## config.mk

```make
export PLATFORM = sky130hd
export DESIGN_NAME = fifo_param
export DESIGN_NICKNAME = d
export VERILOG_FILES = /design/src/rtl/fifo_param.sv
export SDC_FILE = /design/constraint.sdc
export NUM_CORES = 1
export LEC_CHECK = 0
export CORE_AREA = 2 2 158 83
export CTS_CLUSTER_DIAMETER = 60
export DETAILED_ROUTE_END_ITERATION = 12
export DIE_AREA = 0 0 160 85
export PLACE_DENSITY = 0.6
export SYNTH_ARGS = -nofsm -noshare
export SYNTH_HDL_FRONTEND = slang
export SYNTH_SLANG_ARGS = --single-unit
```

## constraint.sdc

```tcl
create_clock -name clk -period 3.55 [get_ports clk]
set_input_delay 0.71 -clock clk [delete_from_list [all_inputs] [get_ports clk]]
set_output_delay 0.71 -clock clk [all_outputs]
set_load 0.01 [all_outputs]
```

## src/rtl/fifo_param.sv

```systemverilog
// fifo_param: parametrised single-clock FIFO with occupancy count, run-time threshold flags and sticky errors.
// Define FIFO_FWFT_EN for first-word fall-through read data; otherwise data_out is registered on pop.
module fifo_param #(
    parameter int DATA_W = 12,
    parameter int DEPTH  = 8,
    localparam int AW    = $clog2(DEPTH)
) (
    input  logic              clk,
    input  logic              reset,
    input  logic              push,
    input  logic [DATA_W-1:0] data_in,
    input  logic              pop,
    output logic [DATA_W-1:0] data_out,
    input  logic [AW:0]       af_th,
    input  logic [AW:0]       ae_th,
    input  logic              err_clr,
    output logic              full,
    output logic              empty,
    output logic              almost_full,
    output logic              almost_empty,
    output logic [AW:0]       count,
    output logic              err_overflow,
    output logic              err_underflow
);

    logic [DATA_W-1:0] mem [DEPTH];
    logic [AW-1:0]     wr_ptr;
    logic [AW-1:0]     rd_ptr;
    logic              push_ok;
    logic              pop_ok;

    assign full         = (count == (AW+1)'(DEPTH));
    assign empty        = (count == '0);
    assign almost_full  = (count >= af_th);
    assign almost_empty = (count <= ae_th);

    // Acceptance looks only at the registered occupancy, so a pop never makes room for a same-cycle push.
    assign push_ok = push && !full;
    assign pop_ok  = pop && !empty;

    always_ff @(posedge clk) begin
        if (reset) begin
            wr_ptr        <= '0;
            rd_ptr        <= '0;
            count         <= '0;
            err_overflow  <= 1'b0;
            err_underflow <= 1'b0;
        end else begin
            if (push_ok) wr_ptr <= wr_ptr + AW'(1);
            if (pop_ok)  rd_ptr <= rd_ptr + AW'(1);

            if (push_ok && !pop_ok)      count <= count + (AW+1)'(1);
            else if (pop_ok && !push_ok) count <= count - (AW+1)'(1);

            if (push && full)  err_overflow <= 1'b1;
            else if (err_clr)  err_overflow <= 1'b0;

            if (pop && empty)  err_underflow <= 1'b1;
            else if (err_clr)  err_underflow <= 1'b0;
        end
    end

    // Storage is deliberately left out of reset; stale words are unreachable once the pointers clear.
    always_ff @(posedge clk) begin
        if (!reset && push_ok) mem[wr_ptr] <= data_in;
    end

`ifdef FIFO_FWFT_EN
    assign data_out = empty ? '0 : mem[rd_ptr];
`else
    always_ff @(posedge clk) begin
        if (reset)       data_out <= '0;
        else if (pop_ok) data_out <= mem[rd_ptr];
    end
`endif

endmodule

```

* After elaboration in Yosys (flattened, before gate mapping)
Memory sizes are Yosys's and may differ from the RTL's. A register that Yosys moved wholly into a read port is not among the register bits.
Cells that the tools add are included.
** Storage, ports and cells
- Memory bits (writable) :: 96
- Memories kept :: 1
- Register bits :: 12
- Bits of input ports :: 25
- Output and inout port bits :: 22
** Operators by class
- Add/subtract/negate cells :: 4
- Order comparisons :: 2
- Reductions and logical operators :: 16
- Eq/ne operators :: 1
- Muxes and demuxes :: 7
** Memory list
- mem :: words 8, width 12, read ports 1, clocked after memory_dff 1, wr ports 1, RTL line 26 : logic [DATA_W-1:0] mem [DEPTH];
** Operator list (number)
- $mux W4 :: 2
- $logic_and A1 B1 Y1 :: 7
- $add A3 B1 Y3 const B :: 2
- $reduce_bool A2 Y1 :: 3
- $logic_not A1 Y1 :: 5
- $mux W1 :: 5
- $add A4 B1 Y4 const B :: 1
- $eq A4 B4 Y1 const B :: 1
- $ge A4 B4 Y1 :: 1
- $le A4 B4 Y1 :: 1
- $logic_not A4 Y1 :: 1
- $sub A4 B1 Y4 const B :: 1

* Logic depth before layout (Yosys ltp)
Gate-level depths: netlist of run 1.
- Depth in word-level cells :: 7
- Mapped depth :: 11

* Worst setup path before layout of run 1
OpenSTA, ideal clock, no wires.
- Path kind :: input -> register
- Start point :: in pop
- End point :: reg count[3]
- Slack :: 801 ps
- Required time :: 3429 ps
- Setup time :: 121 ps
- Stages :: 11
- Buffers on the path :: 2
- Arrival time :: 2628 ps
- Cells stage by stage :: o41a_1 -> buf_6 -> clkbuf_1 -> inv_1 -> ha_1 -> inv_1 -> ha_1 -> a21oi_1 -> a211oi_1 -> a31oi_1 -> mux2_2
** On the way
- Longest elaborated chain between the ends :: 4
** Ends and longest elaborated chain
- from (decl) :: RTL line 12 : input logic pop,
- $logic_and A1 B1 Y1 * :: RTL line 39 : assign pop_ok = pop && !empty;
- $logic_not A1 Y1 :: RTL line 52 : if (push_ok && !pop_ok) count <= count + (AW+1)'(1);
- $logic_and A1 B1 Y1 :: RTL line 52
- $mux W4 / $reduce_bool A2 Y1 (equally long branches)
- to (signal assigned) :: RTL line 52
- to (signal assigned) :: RTL line 53 : else if (pop_ok && !push_ok) count <= count - (AW+1)'(1);
- to (decl) :: RTL line 21 : output logic [AW:0] count,
Every way passes the cells marked *; elsewhere a longest branch is shown, timed or not.
A chain may end at the register's enable or synchronous reset.

* Worst setup path after layout of run 1
- Start point :: in ae_th[1]
- End point :: out almost_empty
** On the way
- Longest elaborated chain between the ends :: 1
** Ends and longest elaborated chain
- from (decl) :: RTL line 15 : input logic [AW:0] ae_th,
- $le A4 B4 Y1 :: RTL line 35 : assign almost_empty = (count <= ae_th);
- to (decl) :: RTL line 20 : output logic almost_empty,
No other way between the ends.

==> flow_metrics.tcl, run 1 <==
set metrics [dict create \
    numCtsBuffers 17 \
    fmax_mhz 297 \
    max_slew_margin_pct 36.5 \
    instances_no_fill 532 \
    drt_wl_total_um 9740 \
    crit_required_ns 2.84 \
    finalCritPeriodShare_pct 95.0 \
    ir_drop_v 0.000281 \
    slowest_stage "clkdlybuf4s50_1" \
    postSynthAreaPerCell_um2 17.0 \
    min_path_type "flop to flop" \
    final_util_pct 50.5 \
    worst_pin_slew_ns 0.953 \
    rsz0062_at_grt "no" \
    drtPass1Iterations 4 \
    drv_cap 0 \
    clock_latency_ns 0.40 \
    synth_fp_nets 325 \
    post-route-drc-count 0 \
    pin_count 47 \
    setup_viol 0 \
    crit_family "buffers and inverters" \
    numPortBuffers 46 \
    ant_nets 0 \
    leakagePower_nw 2.14 \
    synth_top_cell_area_share_pct 59.3 \
    status "completed" \
    wl_per_cell_um 18.3 \
    start_kind "input pin" \
    async_flop_share_pct 0 \
    grt_pass1_vias 2579 \
    synthTopCellsByArea "edfxtp_1 (59%), mux4_2 (11%), dfxtp_1 (9.9%)" \
    grt_usage_pct 15.5 \
    yosysSeqAreaShare_pct 69.2 \
    critPathMaxFanout 2 \
    grt_max_degree 28 \
    worstPathArrival_ns 2.66 \
    slew_viol_final 0 \
    final.fill_count 1038 \
    dieHeight_um 85 \
    r2r_setup_slack_ns 0.60 \
    synth-seq-cells 120 \
    cts_buffer_depth 2 \
    diodes 0 \
    syn_inst 286 \
    coreArea_mm2 0.0123 \
    hpwl_um 6250 \
    dr.first_iter.drc_count 188 \
    nets 388 \
    grt-ovfl-total 0 \
    max_stage_delay_ns 0.56 \
    clk_pin_slew_worst_paths_ns 0.05 \
    power_mw 4.88 \
    cts_tree "yes" \
    yosysWarningCount 0 \
    via_per_inst 4.91 \
    area_delta_synth_final_pct 27.4 \
    rows 29 \
    crit_chain "clkdlybuf4s50_1 -> inv_1 -> ha_1 -> nor2b_1 -> o21a_1 -> o21a_1 -> o21ai_0 -> clkdlybuf4s50_1" \
    ctsHtreeMaxLevel 4 \
    die_x_um 160 \
    initial_core_util_pct 39.6 \
    die_area_mm2 0.0136 \
    drive_above_1_share_pct 24.0 \
    dp_cells 500 \
    synth_edf_count 96 \
    synthFlopType "edfxtp_1" \
    dpl-instance-area_mm2 0.00555 \
    critPathKind "input pin to output pin" \
    skew_ns 0.0104 \
    clock_sinks 120 \
    ys_types 38 \
    cts_hold_buf 0 \
    powerDensity_mw_per_mm2 787 \
    cts_setup_buffers 0 \
    setup-tns-final_ns 0 \
    final_cell_area_mm2 0.00619 \
    hold_viol_final 0 \
    globalplace.congestion 0.702 \
    syn_area_mm2 0.00486 \
    fin_crit_ns 3.37 \
    grt_pass1_wl_um 15100 \
    path_buf_inv 3 \
    endpoint_kind "output pin" \
    cts-root-buf "clkbuf_16" \
    yosys.area.top_type "edfxtp_1" \
    antenna_found_initial 0 \
    vias 2611 \
    cts_resized 0 \
]
-- per-stage QoR --
step           worst slack [ns]  hold slack (ns)
2_1_floorplan             0.801            0.487
3_3_place_gp              0.204            0.479
3_5_place_dp              0.177            0.490
4_1_cts                   0.160            0.503
5_1_grt                  0.0964            0.523
6_report                  0.178            0.497
-- worst reg2reg max path, stage by stage, from the launching register on --
cell	delay (ns)
dfxtp_1	0.41
or4b_4	0.61
nand2_2	0.18
inv_1	0.14
ha_1	0.25
inv_1	0.14
ha_1	0.29
a21oi_1	0.19
a211oi_1	0.10
a31oi_1	0.19
mux2_2	0.35
-- where the power goes --
group          total (mW)  internal, mW  leakage (nW)  switching (mW)
combinational        1.21         0.656         0.774           0.551
clock                1.84          1.26         0.299           0.580
sequential           1.83          1.65          1.06           0.185
total                4.88          3.56          2.14            1.32
-- per-layer routing --
metal	vias up	share of wire [%]	global-route usage [%]
li1	1238	-	-
met1	1323	52	22.9
met2	44	44	22.1
met3	6	3.7	3.96
met4	0	0.55	6.14
met5	-	0	0
-- registers in the layout (all words and copies together), names as in the netlist --
signal,count
err_underflow,1
wr_ptr,3
err_overflow,1
rd_ptr,3
mem,96
count,4
data_out,12
-- final cells by class --
class / count / area (µm²) / share of cell area (%)
Inverter: 11 / 41.3 / 0.667
Multi-Input combinational cell: 141 / 1380 / 22.3
Sequential cell: 120 / 3360 / 54.3
Clock inverter: 13 / 201 / 3.25
Clock buffer: 19 / 443 / 7.15
Tap cell: 170 / 213 / 3.43
Timing Repair Buffer: 58 / 551 / 8.89
-- final timing paths --
| check | cells past startpoint | startpoint | to |
|---|---|---|---|
| max reg2reg | 10 | count[0]$_SDFFE_PP0P_ | count[3]$_SDFFE_PP0P_ |
| max | 8 | ae_th[1] | almost_empty |
| min | 2 | data_out[6]$_SDFFE_PP0P_ | data_out[6]$_SDFFE_PP0P_ |
| min reg2reg | 2 | data_out[6]$_SDFFE_PP0P_ | data_out[6]$_SDFFE_PP0P_ |
-- cells in the mapped netlist, types with 2 or more instances --
cell	count
nor2b_1	4
buf_4	2
nor3_1	5
nor3_2	11
mux4_2	24
xnor2_1	3
buf_2	2
mux2i_1	2
inv_1	11
ha_1	13
nand2_1	6
o21a_1	2
nor2_1	31
clkbuf_1	6
dfxtp_1	24
o22ai_1	12
nand3_1	2
edfxtp_1	96
a21oi_1	5
buf_6	3
a21o_1	3
xor2_1	3
-- kinds of logic after synthesis --
| group | Yosys count | synth area share (%) |
|---|---|---|
| buffers and inverters | 25 | 2.83 |
| AND/OR/NAND/NOR | 68 | 7.95 |
| multiplexers | 27 | 11.8 |
| AO/OA/AOI/OAI | 26 | 3.45 |
| flip-flops | 120 | 69.2 |
| adder cells (fa/ha/maj) | 14 | 3.76 |
| XOR/XNOR | 6 | 1.08 |
-- placed cells by master, fill, tap and decap left out, types with 12 or more instances in the layout --
cell             count
o22ai_1             12
nor2_1              31
clkbuf_16           17
buf_4               12
ha_1                13
dfxtp_1             23
edfxtp_1            96
nor3_2              15
clkdlybuf4s50_1     46
mux4_2              24
(Power assumes the default switching activity.)
==> inputs of run 2 (changes only) <==
- CORE_AREA: 2 2 158 83 -> 8 8 164 89
- DIE_AREA: 0 0 160 85 -> 0 0 172 97
- DONT_BUFFER_PORTS: default -> 1
- PLACE_DENSITY: 0.6 -> 0.55
==> run 2 against run 1 <==
  * Die area is 23% higher
  * Total power decreased by 8.8%
  * Combinational power decreased by 25%
  * Largest power group is now sequential cells
  * Fmax increased by 17%
  * Critical path type is now flop to flop
==> flow_metrics.tcl, run 2 (synthesis gave the netlist of run 1 again) <==
set metrics [dict create \
    status "completed" \
    fin_crit_ns 2.88 \
    endpoint_kind "flop" \
    skew_ns 0.00808 \
    crit_required_ns 3.84 \
    ant_nets 0 \
    r2r_cells 10 \
    die_area_mm2 0.0167 \
    drtPass1Iterations 4 \
    hpwl_um 6180 \
    grt_pass1_vias 2488 \
    cts_resized 0 \
    largest_register_ff_count 96 \
    p_int_mw 3.14 \
    powerDensity_mw_per_mm2 786 \
    cts-root-buf "clkbuf_16" \
    pwr-share-seq_pct 42.3 \
    numCtsBuffers 17 \
    hold_path_end "data_out[2]$_SDFFE_PP0P_" \
    r2r_setup_slack_ns 0.67 \
    reg.largest.list "mem: 96 flops, data_out: 12 flops, count: 4 flops" \
    layout_commonest_cell "edfxtp_1" \
    clock_latency_ns 0.40 \
    regMostFlops "mem" \
    worstPathArrival_ns 3.17 \
    power_switching_mw 1.31 \
    drv_cap 0 \
    area_delta_synth_final_pct 16.3 \
    vias 2441 \
    netSwitchingFraction_pct 29.4 \
    leakagePower_nw 1.92 \
    pin_count 47 \
    antenna_found_initial 0 \
    critPathKind "flop to flop" \
    grt_max_degree 30 \
    grt_pass1_wl_um 14800 \
    clk_pin_slew_worst_paths_ns 0.05 \
    cts_setup_buffers 0 \
    initial_core_util_pct 39.6 \
    slew_viol_final 0 \
    via_per_inst 5.04 \
    die_x_um 172 \
    r2r-end "count[3]$_SDFFE_PP0P_" \
    ir_drop_v 0.000323 \
    grt-ovfl-total 0 \
    final_util_pct 46.1 \
    worstHoldStart "reset" \
    min_path_type "input pin to flop" \
    clock_sinks 120 \
    cts_hold_buf 0 \
    setup_viol 0 \
    cts_tree "yes" \
    wl_per_cell_um 19.9 \
    comb_power_share_pct 20.5 \
    finalCritPeriodShare_pct 81.2 \
    worst_pin_slew_ns 0.932 \
    post-route-drc-count 0 \
    numPortBuffers 0 \
    ctsHtreeMaxLevel 4 \
    rows 29 \
    p_clk_share_pct 37.2 \
    cts_buffer_depth 2 \
    max_slew_margin_pct 37.8 \
    hold_viol_final 0 \
    critPathMaxFanout 8 \
    grt_usage_pct 12.0 \
    rsz0062_at_grt "no" \
    layout_common_cells "edfxtp_1 (96), nor2_1 (31), mux4_2 (24)" \
    dieHeight_um 97 \
    nets 340 \
    diodes 0 \
    drt_wl_total_um 9610 \
    coreArea_mm2 0.0123 \
    reg2reg_from "count[3]$_SDFFE_PP0P_" \
    whs_path_depth 1 \
    setup-tns-final_ns 0 \
    globalplace.congestion 0.713 \
    dr.first_iter.drc_count 144 \
    drive_above_1_share_pct 27.4 \
    start_kind "flop" \
    fmax_mhz 347 \
]
## run 2: cell count changes in the layout (fill, tap and decap cells not counted)
cell | before | now
clkdlybuf4s50_1 | 46 | 0
bufinv_16 | 5 | 2
buf_4 | 12 | 10
clkbuf_1 | 1 | 0
clkbuf_8 | 1 | 0
clkinv_4 | 0 | 2
clkinvlp_4 | 5 | 6
inv_6 | 0 | 2
## run 2: power by group through the flow
stage / sequential, mW / combinational (mW) / clock (mW)
final: 1.88 / 0.911 / 1.65
after detailed placement: 1.92 / 0.921 / 0
after global placement: 1.92 / 0.918 / 0
after global routing: 1.92 / 0.999 / 1.75
after floorplan: 1.79 / 0.861 / 0
after CTS: 1.89 / 0.926 / 1.68
## run 2: critical path, stage by stage, from the launching register on
cell,delay (ns)
dfxtp_1,0.52
or4b_4,0.53
nand2_2,0.17
inv_1,0.12
ha_1,0.22
inv_1,0.13
ha_1,0.29
a21oi_1,0.19
a211oi_1,0.09
a31oi_1,0.18
mux2_2,0.35
## run 2: worst max-delay path by stage
stage                     startpoint                     to  slack [ns]  depth (start not counted)
2_1_floorplan                    pop  count[3]$_SDFFE_PP0P_        0.80                         11
3_3_place_gp   count[1]$_SDFFE_PP0P_  count[3]$_SDFFE_PP0P_        0.74                         10
3_5_place_dp   count[3]$_SDFFE_PP0P_  count[3]$_SDFFE_PP0P_        0.67                         10
4_1_cts        count[3]$_SDFFE_PP0P_  count[3]$_SDFFE_PP0P_        0.65                         10
5_1_grt        count[3]$_SDFFE_PP0P_  count[3]$_SDFFE_PP0P_        0.47                         10
6_report       count[3]$_SDFFE_PP0P_  count[3]$_SDFFE_PP0P_        0.67                         10
## run 2: area by class of cell
type	count	area (µm²)
Clock inverter	15	154
Tap cell	170	213
Timing Repair Buffer	10	75.1
Sequential cell	120	3360
Fill cell	1076	6610
Clock buffer	17	425
Inverter	11	41.3
Multi-Input combinational cell	141	1380
## run 2: metal layers
layer	up-vias	part of all wire (%)	track usage (%)
li1	1138	-	-
met1	1243	51	17.6
met2	50	42	16.4
met3	10	5.9	3.69
met4	0	0.81	4.15
met5	-	0	0
## run 2: per-stage QoR
| step | cells | setup WS, ns | area, µm² | total power [mW] | hold slack [ns] |
|---|---|---|---|---|---|
| finish | 484 | 0.666 | 5650 | 4.45 | 0.381 |
| global placement | 452 | 0.740 | 5070 | 2.84 | 0.525 |
| detailed placement | 452 | 0.665 | 5070 | 2.85 | 0.516 |
| CTS | 484 | 0.655 | 5650 | 4.51 | 0.361 |
| global route | 484 | 0.475 | 5650 | 4.67 | 0.359 |
| floorplan | 286 | 0.801 | 4860 | 2.65 | 0.487 |
==> inputs of run 3 (changes only) <==
- PLACE_DENSITY: 0.55 -> 0.57
- clock period: 3.55 -> 2.62 ns (I/O delays scaled with it)
==> run 3 against run 2 <==
  * Clock-buffer cell count increased by 1
  * Critical path depth unchanged
  * Worst hold slack got worse by 0.19 ns
  * Wire length increased by 1.5%
  * Non-clock buffer count increased by 9
  * Global-route usage increased by 0.47 points
  * Clock power increased by 30%
  * Critical endpoint unchanged
  * Critical path type unchanged
  * Sequential share of layout area decreased by 0.82 points
  * Combinational power increased by 75%
  * Largest cell class unchanged
  * Die area unchanged
  * Worst setup slack got worse by 0.56 ns
==> flow_metrics.tcl, run 3 (synthesis gave the netlist of run 1 again) <==
set metrics [dict create \
    status "completed" \
    top_usage_layer "met1" \
    clk_pin_slew_worst_paths_ns 0.06 \
    area_delta_synth_final_pct 17.9 \
    drv_cap 0 \
    ctsHtreeMaxLevel 4 \
    worst_pin_slew_ns 0.746 \
    endpoint_kind "flop" \
    via_per_inst 5.00 \
    regMostFlops "mem" \
    dr.first_iter.drc_count 166 \
    setup_viol 0 \
    min_path_type "input pin to flop" \
    max_slew_margin_pct 50.1 \
    met2_usage_pct 17.2 \
    max_stage_delay_ns 0.55 \
    slew_viol_final 0 \
    reg.largest.list "mem: 96 flops, data_out: 12 flops, count: 4 flops" \
    post-route-drc-count 0 \
    grt_pass1_vias 2603 \
    drt_wl_total_um 9760 \
    globalplace.congestion 0.748 \
    fin_hold_ws_ns 0.191 \
    ant_nets 0 \
    vias 2466 \
    ir_drop_v 0.000371 \
    largest_register_ff_count 96 \
    drive_above_1_share_pct 30.3 \
    powerDensity_mw_per_mm2 1070 \
    final_cell_area_mm2 0.00573 \
    crit_chain "or4b_4 -> nand2_2 -> inv_1 -> ha_1 -> inv_2 -> ha_4 -> a21oi_2 -> a211oi_1 -> a31oi_1 -> mux2_4" \
    layout_commonest_cell "edfxtp_1" \
    crit_family "simple AND/OR/NAND/NOR gates" \
    grt_max_degree 30 \
    start_kind "flop" \
    final.fill_count 1079 \
    grt_usage_pct 12.5 \
    grt-ovfl-total 0 \
    initial_core_util_pct 39.6 \
    coreArea_mm2 0.0123 \
    numCtsBuffers 17 \
    dpl-instance-area_mm2 0.00515 \
    drtPass1Iterations 4 \
    numPortBuffers 0 \
    die_area_mm2 0.0167 \
    critPathKind "flop to flop" \
    antenna_found_initial 0 \
    fmax_mhz 398 \
    hold_viol_final 0 \
    nets 349 \
    die_x_um 172 \
    diodes 0 \
    use_met1_pct 17.9 \
    critPathMaxFanout 4 \
    cts_setup_buffers 0 \
    worstPathArrival_ns 2.80 \
    pin_count 47 \
    skew_ns 0.00838 \
    grt_pass1_wl_um 15400 \
    layout_common_cells "edfxtp_1 (96), nor2_1 (31), mux4_2 (24)" \
    clock_latency_ns 0.41 \
    path_buf_inv 2 \
    fin_crit_ns 2.51 \
    finalCritPeriodShare_pct 95.9 \
    cts-root-buf "clkbuf_16" \
    rows 29 \
    cts_tree "yes" \
    crit_required_ns 2.90 \
    cts_buffer_depth 2 \
    wl_per_cell_um 19.8 \
    hpwl_um 6550 \
    leakagePower_nw 1.96 \
    slowest_stage "or4b_4" \
    clock_sinks 120 \
    dieHeight_um 97 \
    met3_usage_pct 4.34 \
]
-- run 3: cell count changes in the layout (fill, tap and decap cells not counted), sizes merged --
cell and delta:
bufinv -1, clkinv +1, inv -1, buf +9, clkbuf +1
-- run 3: routing by layer --
metal / vias to the layer above / part of all wire, %
met1: 1260 / 51
met3: 7 / 4.6
met2: 41 / 44
met5: - / 0
li1: 1158 / -
met4: 0 / 0.79
-- run 3: metrics by stage --
step                setup slack (ns)  total power, mW  util, %  TNS [ns]  cells
floorplan                   0.000633             3.60        -         0    286
finish                         0.108             6.12     46.7         0    493
global route                -0.00632             6.43     46.7  -0.00632    493
CTS                           0.0182             6.15     46.6         0    493
global placement              0.0888             3.95     42.0         0    461
detailed placement          0.000451             3.99     42.0         0    461
-- run 3: final timing paths --
check                                            start                     end  slack [ns]  depth (start not counted)
worst max register to register   count[0]$_SDFFE_PP0P_   count[3]$_SDFFE_PP0P_        0.11                         10
worst max-delay path             count[0]$_SDFFE_PP0P_   count[3]$_SDFFE_PP0P_        0.11                         10
worst min-delay path                             reset  wr_ptr[1]$_SDFFE_PP0P_        0.19                          1
worst min register to register  wr_ptr[1]$_SDFFE_PP0P_  wr_ptr[1]$_SDFFE_PP0P_        0.54                          2
-- run 3: cell type report --
cell class,count,area (µm²),area share (%)
clock buffers,18,429,7.49
clock inverters,14,129,2.25
flip-flops and latches,120,3360,58.7
well taps,170,213,3.71
inverters,11,41.3,0.720
repair buffers,19,155,2.71
multi-input cells,141,1400,24.4
-- run 3: power breakdown --
part / switching (mW) / internal, mW / total (mW)
combinational: 0.854 / 0.741 / 1.59
sequential: 0.141 / 2.23 / 2.37
clock: 0.843 / 1.30 / 2.15
-- run 3: worst register-to-register path, delay by kind of cell, from the launching register on --
kind            cells  cell delay [ns]
buf+inv             2             0.16
fa+ha+maj           2             0.44
flops               1             0.31
compound gates      3             0.49
simple gates        2             0.64
mux                 1             0.34
-- run 3: repair_timing --
item,in CTS,in global routing
hold buffers,0,0
pin swaps,0,1
endpoints found under the setup margin,1,1
gates resized for setup,1,3
